**src/rtl/prbs_err_counter.sv**
```systemverilog
// prbs_err_counter: saturating add-with-clear counter; clear applies before the add.
module prbs_err_counter #(
  parameter int WIDTH = 32,
  parameter int INC_WIDTH = 4
) (
  input  logic                 clk,
  input  logic                 arst,
  input  logic                 en_i,
  input  logic                 clr_i,
  input  logic [INC_WIDTH-1:0] inc_i,
  output logic [WIDTH-1:0]     cnt_o
);
  localparam int SW = (WIDTH > INC_WIDTH ? WIDTH : INC_WIDTH) + 1;
  logic [WIDTH-1:0] cnt_q, cnt_d, base;
  logic [SW-1:0] sum;
  always_comb begin
    base = clr_i ? '0 : cnt_q;
    sum = SW'(base) + SW'(inc_i);
    cnt_d = !en_i ? base : (|sum[SW-1:WIDTH]) ? '1 : sum[WIDTH-1:0];
  end
  always_ff @(posedge clk or posedge arst)
    if (arst) cnt_q <= '0;
    else cnt_q <= cnt_d;
  assign cnt_o = cnt_q;
endmodule

```
**config.mk**
```make
export PLATFORM = sky130hd
export DESIGN_NAME = prbs_err_counter
export DESIGN_NICKNAME = d
export VERILOG_FILES = /design/src/rtl/prbs_err_counter.sv
export SDC_FILE = /design/constraint.sdc
export NUM_CORES = 1
export LEC_CHECK = 0
export BUFFER_PORTS_ARGS = -buffer_cell sky130_fd_sc_hd__buf_2
export CAP_MARGIN = 10
export CORE_MARGIN = 3
export CORE_UTILIZATION = 45
export CTS_CLUSTER_SIZE = 14
export DETAILED_ROUTE_END_ITERATION = 7
export HOLD_SLACK_MARGIN = 0.06
export PLACE_DENSITY = 0.7
export SLEW_MARGIN = 20
export SYNTH_ARGS = -nofsm -noshare
export SYNTH_HDL_FRONTEND = slang
export SYNTH_SLANG_ARGS = --single-unit
```
**constraint.sdc**
```tcl
create_clock -name clk -period 2.11 [get_ports clk]
set_input_delay 0.1055 -clock clk [delete_from_list [all_inputs] [get_ports clk]]
set_output_delay 0.1055 -clock clk [all_outputs]
set_load 0.02 [all_outputs]
```
# After elaboration in Yosys (flattened, before gate mapping)
# Cells that the tools add are included.
# word_totals
ff_bits	32
in_bits	8
out_inout_bits	32
# op_classes
add_sub_neg	1
n_mux	3
# ops
op	count
$mux 32	3
$add 32x4->33	1

# Depth between registers and ports, before layout
# Gate-level depths: netlist of the first run.
# logic_depth
word_depth	4
mapped_depth	11
depth_no_buf	8

# Worst setup path after synthesis of the first run
# OpenSTA, ideal clock, no wires.
# synth_path
kind	in2reg
start	in clr_i
end	reg cnt_q[29], in the netlist cnt_o[29]
setup_ns	0.132
t_arrival_ns	2.098
required_ns	1.978
setup_slack_ns	-0.120
cell_stages	10
cell_sequence	buf_2 -> clkbuf_1 -> nor2b_1 -> ha_1 -> fa_1 -> nand3_1 -> and2_1 -> nor4_4 -> nand2_2 -> or3b_1
# synth_between
elab_chain_len	4
# synth_rtl
element	line	source
from (decl)	9	input logic clr_i,
$mux 32 *	17	base = clr_i ? '0 : cnt_q;
$add 32x4->33	18	sum = SW'(base) + SW'(inc_i);
$mux 32	19	cnt_d = !en_i ? base : (|sum[SW-1:WIDTH]) ? '1 : sum[WIDTH-1:0];
$mux 32 *	19	
net cnt_d[29]	14	logic [WIDTH-1:0] cnt_q, cnt_d, base;
to (signal assigned)	23	else cnt_q <= cnt_d;
to (decl)	14	
# Mark *: on every way through the listed nets, which the timed path passes. The rest lies on a longest branch.

# Final worst setup path of the first run
# layout_path
start	reg cnt_q[1], in the netlist cnt_o[1]
end	reg cnt_q[29], in the netlist cnt_o[29]
# layout_between
elab_chain_len	4
# layout_rtl
element	line
$mux 32	17
$add 32x4->33	18
$mux 32 (2 in a row)	19
net cnt_d[29]	14
# The timed path passes the listed nets, and every way through them passes these cells.

==> flow_metrics.env, run 1 <==
export IMPL_ys_warn_count=0
export IMPL_core_area_sq_um=4090
export IMPL_numPortBuffers=39
export IMPL_place_area_sq_um=2290
export IMPL_cp_start_kind="flip-flop"
export IMPL_rows=23
export IMPL_worstSetupEndpointType="flip-flop"
export IMPL_clk_latency_ns=0.29
export IMPL_grt_use_total_pct=18.8
export IMPL_hold_violations=0
export IMPL_crit_arrival_ns=2.23
export IMPL_ys_types=42
export IMPL_gp_congestion=0.797
export IMPL_synth_seq_area_share_pct=41.1
export IMPL_drt_iter0_markers=116
export IMPL_yosys_area_top_type="dfrtp_1"
export IMPL_fmax_ghz=0.484
export IMPL_path_clk_slew_ns=0.07
export IMPL_worstMarginPinSlew_ns=0.411
export IMPL_routed_wl_microns=4790
export IMPL_cts_tree="yes"
export IMPL_hp_class="in2reg"
export IMPL_syn_num_nets=218
export IMPL_die_y_microns=71.8
export IMPL_path_max_fanout=7
export IMPL_dieArea_sq_um=5150
export IMPL_max_slew_margin_pct=72.3
export IMPL_start_util_pct=47.6
export IMPL_crit_type="reg2reg"
export IMPL_cts_buffers=5
export IMPL_p_per_area_nw_per_um2=598
export IMPL_drtPass1Iterations=7
export IMPL_final_common_cell="buf_2"
export IMPL_finalInstanceArea_sq_um=2580
export IMPL_outcome="finished clean"
export IMPL_grt_pass1_wl_microns=7620
export IMPL_ant_nets=0
export IMPL_io_pins=40
export IMPL_period_minus_slack_ns=2.07
export IMPL_synth_edf_count=0
export IMPL_slowest_delay_ns=0.36
export IMPL_syn2layout_area_growth_pct=32.5
export IMPL_synthCells=205
export IMPL_dp_hpwl_microns=3180
export IMPL_yosys_area_top_type_share_pct=41.1
export IMPL_final_core_util_pct=63.1
export IMPL_worstPathRequired_ns=2.27
export IMPL_peakVddDrop_v=0.000341
export IMPL_cap_violations=0
export IMPL_cpMaxStageDelayCell="or3b_1"
export IMPL_rsz0062_at_grt="true"
export IMPL_setup_viol=0
export IMPL_grt_max_degree=33
export IMPL_h_tree_depth=2
export IMPL_grt_pass1_vias=1627
export IMPL_synth_area_leaders="dfrtp_1, xnor2_1, nor2b_1"
export IMPL_avgSynthCellArea_sq_um=9.50
export IMPL_antenna_found_initial=0
export IMPL_ys_ff_latch=32
export IMPL_period_share_pct=97.9
export IMPL_final_max_slew_viol_count=0
export IMPL_synth_area_sq_um=1950
export IMPL_die_w_microns=71.8
export IMPL_cts_path_max_buffers=2
export IMPL_vias_per_cell=5.53
export IMPL_antenna_cells=0
export IMPL_grt_overflow_total=0
export IMPL_clock_skew_ns=0.00355
export IMPL_clock_sinks=32
export IMPL_synth_ff_type="dfrtp_1"
export IMPL_vias=1757
export IMPL_leakage_uw=0.00126
export IMPL_layout_common_cells="buf_2, dfrtp_1, buf_4"
export IMPL_fin_nets=280
export IMPL_largest_reg_flops=32
export IMPL_routedWlPerCell_microns=15.1
export IMPL_drive_above_1_share_pct=33.2
export IMPL_timing_critical_path_cells="nor2b_4 -> ha_4 -> a211o_1 -> a21oi_1 -> buf_4 -> nor4_4 -> mux2i_1 -> or3b_1"
export IMPL_cts_root_buf="clkbuf_8"
export IMPL_drc=0
export IMPL_ys_async_sr_fraction_pct=100
==> repair_timing <==
item                       in CTS  in global routing
setup endpoints to repair       1                 24
gates resized for setup         1                 15
pin swaps                       1                 13
buffers inserted                1                  7
hold endpoints to repair       32                  0
hold buffers                    1                  0
==> final timing paths <==
kind / from / end / slack (ns) / cells after the start
max: cnt_o[1]$_DFF_PP0_ / cnt_o[29]$_DFF_PP0_ / 0.04 / 8
min: en_i / cnt_o[1]$_DFF_PP0_ / 0.22 / 3
max reg2reg: cnt_o[1]$_DFF_PP0_ / cnt_o[29]$_DFF_PP0_ / 0.04 / 8
min reg2reg: cnt_o[24]$_DFF_PP0_ / cnt_o[24]$_DFF_PP0_ / 0.58 / 2
max in group asynchronous: arst / cnt_o[3]$_DFF_PP0_ / 1.35 / 4
min in group asynchronous: arst / cnt_o[1]$_DFF_PP0_ / 0.45 / 4
==> metrics by stage <==
step                      instances  hold slack, ns   TNS (ns)  worst slack, ns  power [uW]
after floorplan                 205           0.222  -0.000270        -0.000270         785
after global placement          301           0.214          0           0.0523         836
after detailed placement        301           0.221          0           0.0225         841
after CTS                       311           0.198          0          0.00363        1500
after global routing            318           0.235     -0.325          -0.0896        1600
final                           318           0.221          0           0.0442        1540
==> worst max-delay path: cells and delay by family, from the launching register on <==
family          cells  cell delay [ns]
compound gates      2             0.46
flops               1             0.34
simple gates        3             0.62
mux                 1             0.11
fa+ha+maj           1             0.23
buf+inv             1             0.18
==> power breakdown <==
group          leakage (uW)  total [uW]  switching (uW)  internal, uW
clock             0.0000645         653             237           417
combinational      0.000760         248             134           114
sequential         0.000439         640            11.2           629
total               0.00126        1540             382          1160
==> cell usage after synthesis, drive strengths merged (5+ instances only) <==
library cell	instances
dfrtp	32
nand2	22
o21ai	20
xnor2	16
nor2b	14
nor2	9
nor4	9
a21oi	7
nand3	7
nand4	7
and3	5
buf	5
xor2	5
==> kinds of logic (layout without fill, tap and decap cells) <==
group	count (synthesis)	in the layout	synth area share, %
and+or+nand+nor	94	94	30.0
AOI/OAI and AO/OA	38	38	11.6
DFF	32	32	41.1
xor gates and xnor gates	21	21	9.45
buffers and inverters	12	75	2.70
adders and majority gates	5	5	3.60
muxes	3	3	1.54
==> routing by layer <==
metal  up-vias  global-route usage (%)  share of wire, %
li1        858                       -                 -
met1       849                    25.4                46
met2        40                    29.7                47
met3        10                    4.63               4.3
met4         0                    6.26               2.1
met5         -                       0                 0
==> final cells by class <==
class,count,area [sq um]
timing repair buffer,64,397
clock inverter,1,30.0
sequential,32,801
clock buffer,7,96.3
tap,50,62.6
inverter,3,11.3
multi-input combinational,161,1180
fill,333,1510
No activity file was read; power rests on OpenSTA's default activity.
==> run 2, diff against run 1 <==
--- a/config.mk
+++ b/config.mk
@@ -12,6 +12,7 @@
 export CTS_CLUSTER_SIZE = 14
 export DETAILED_ROUTE_END_ITERATION = 7
 export HOLD_SLACK_MARGIN = 0.06
+export MAX_ROUTING_LAYER = met4
 export PLACE_DENSITY = 0.7
 export SLEW_MARGIN = 20
 export SYNTH_ARGS = -nofsm -noshare
==> run 2 against run 1 <==
Compared with the run above: final area is the same; critical endpoint unchanged; utilization unchanged; critical path type unchanged; non-clock buffer count unchanged; worst hold slack improved by 0.00072 ns; routed wire length is 1.3% lower; die area is the same; largest cell class unchanged.
==> flow_metrics.env, run 2 (same netlist as run 1, synthesis figures left out) <==
export IMPL_outcome="finished clean"
export IMPL_cp_start_kind="flip-flop"
export IMPL_fmax_ghz=0.486
export IMPL_h_tree_depth=2
export IMPL_period_share_pct=97.4
export IMPL_leakage_uw=0.00126
export IMPL_die_y_microns=71.8
export IMPL_worstPathRequired_ns=2.27
export IMPL_routed_wl_microns=4730
export IMPL_routedWlPerCell_microns=14.9
export IMPL_hold_violations=0
export IMPL_p_per_area_nw_per_um2=598
export IMPL_crit_type="reg2reg"
export IMPL_worstMarginPinSlew_ns=0.450
export IMPL_layout_common_cells="buf_2, dfrtp_1, buf_4"
export IMPL_max_slew_margin_pct=69.7
export IMPL_peakVddDrop_v=0.000342
export IMPL_cts_buffers=5
export IMPL_cts_tree="yes"
export IMPL_grt_overflow_total=0
export IMPL_vias_per_cell=5.53
export IMPL_antenna_cells=0
export IMPL_drtPass1Iterations=4
export IMPL_cts_path_max_buffers=2
export IMPL_setup_tns_final_ns=0
export IMPL_dp_hpwl_microns=3180
export IMPL_vias=1757
export IMPL_gp_congestion=0.809
export IMPL_clk_latency_ns=0.29
export IMPL_drt_iter0_markers=110
export IMPL_final_common_cell="buf_2"
export IMPL_crit_arrival_ns=2.22
export IMPL_antenna_found_initial=0
export IMPL_numPortBuffers=39
export IMPL_clock_sinks=32
export IMPL_worstSetupEndpointType="flip-flop"
export IMPL_grt_pass1_wl_microns=7640
export IMPL_path_clk_slew_ns=0.07
export IMPL_num_fill_cells=331
export IMPL_largest_reg_flops=32
export IMPL_whs_ns=0.222
export IMPL_drive_above_1_share_pct=33.2
export IMPL_rsz0062_at_grt="true"
export IMPL_period_minus_slack_ns=2.06
export IMPL_final_max_slew_viol_count=0
export IMPL_start_util_pct=47.6
export IMPL_core_area_sq_um=4090
export IMPL_die_w_microns=71.8
export IMPL_setup_viol=0
export IMPL_path_max_fanout=7
export IMPL_clock_skew_ns=0.00340
export IMPL_grt_use_total_pct=19.5
export IMPL_syn2layout_area_growth_pct=32.5
export IMPL_ant_nets=0
export IMPL_hp_class="in2reg"
export IMPL_io_pins=40
export IMPL_grt_pass1_vias=1620
export IMPL_dieArea_sq_um=5150
export IMPL_drc=0
export IMPL_fin_nets=280
export IMPL_cts_root_buf="clkbuf_8"
export IMPL_grt_max_degree=33
export IMPL_rows=23
export IMPL_cap_violations=0
## run 2: cell counts in the layout (fill, tap and decap cells not counted)
No cell type changed its count.
## run 2: worst max-delay path, cell delays in order (launching register included)
cell	delay (ns)
dfrtp_1	0.34
nor2b_4	0.21
ha_4	0.23
a211o_1	0.31
a21oi_1	0.15
buf_4	0.18
nor4_4	0.04
mux2i_1	0.11
or3b_1	0.36
## run 2: worst paths after layout
kind | from | endpoint | slack, ns | cells after the start
min | en_i | cnt_o[1]$_DFF_PP0_ | 0.22 | 3
max reg2reg | cnt_o[1]$_DFF_PP0_ | cnt_o[29]$_DFF_PP0_ | 0.05 | 8
min reg2reg | cnt_o[24]$_DFF_PP0_ | cnt_o[24]$_DFF_PP0_ | 0.58 | 2
min in group asynchronous | arst | cnt_o[1]$_DFF_PP0_ | 0.46 | 4
max in group asynchronous | arst | cnt_o[3]$_DFF_PP0_ | 1.35 | 4
max | cnt_o[1]$_DFF_PP0_ | cnt_o[29]$_DFF_PP0_ | 0.05 | 8
## run 2: report_power, final
| part | internal (uW) | total (uW) | leakage [uW] | switching, uW |
|---|---|---|---|---|
| Clock | 417 | 653 | 0.0000645 | 236 |
| Combinational | 114 | 248 | 0.000760 | 134 |
| Sequential | 629 | 640 | 0.000439 | 11.1 |
| Total | 1160 | 1540 | 0.00126 | 382 |
## run 2: per-stage QoR
stage / setup slack (ns) / util [%] / instances / power [uW] / instance area (sq um)
3_3_place_gp: 0.0523 / 56.1 / 301 / 836 / 2290
4_1_cts: 0.00363 / 59.9 / 311 / 1500 / 2450
5_1_grt: -0.0892 / 63.1 / 318 / 1600 / 2580
3_5_place_dp: 0.0225 / 56.1 / 301 / 841 / 2290
6_report: 0.0538 / 63.1 / 318 / 1540 / 2580
2_1_floorplan: -0.000270 / - / 205 / 785 / 1960
## run 2: timing repair
action | in CTS | in global routing
resized for setup | 1 | 15
pin swaps | 1 | 13
hold buffers | 1 | 0
endpoints found under the hold margin | 32 | 0
gates cloned | 0 | 0
endpoints found under the setup margin | 1 | 24
setup buffers | 1 | 7
## run 2: layer usage
metal	global-route usage, %	up-vias	part of all wire [%]
li1	-	856	-
met1	25.7	851	46
met2	29.7	40	47
met3	4.49	10	4.5
met4	6.26	0	2.1
met5	-	-	0
## run 2: final cells by class
cell class	instances	area, sq um	area share (%)
Clock inverter	1	30.0	1.16
Clock buffer	7	96.3	3.74
Inverter	3	11.3	0.437
Tap cell	50	62.6	2.43
Multi-Input combinational cell	161	1180	45.8
Sequential cell	32	801	31.1
Timing Repair Buffer	64	397	15.4
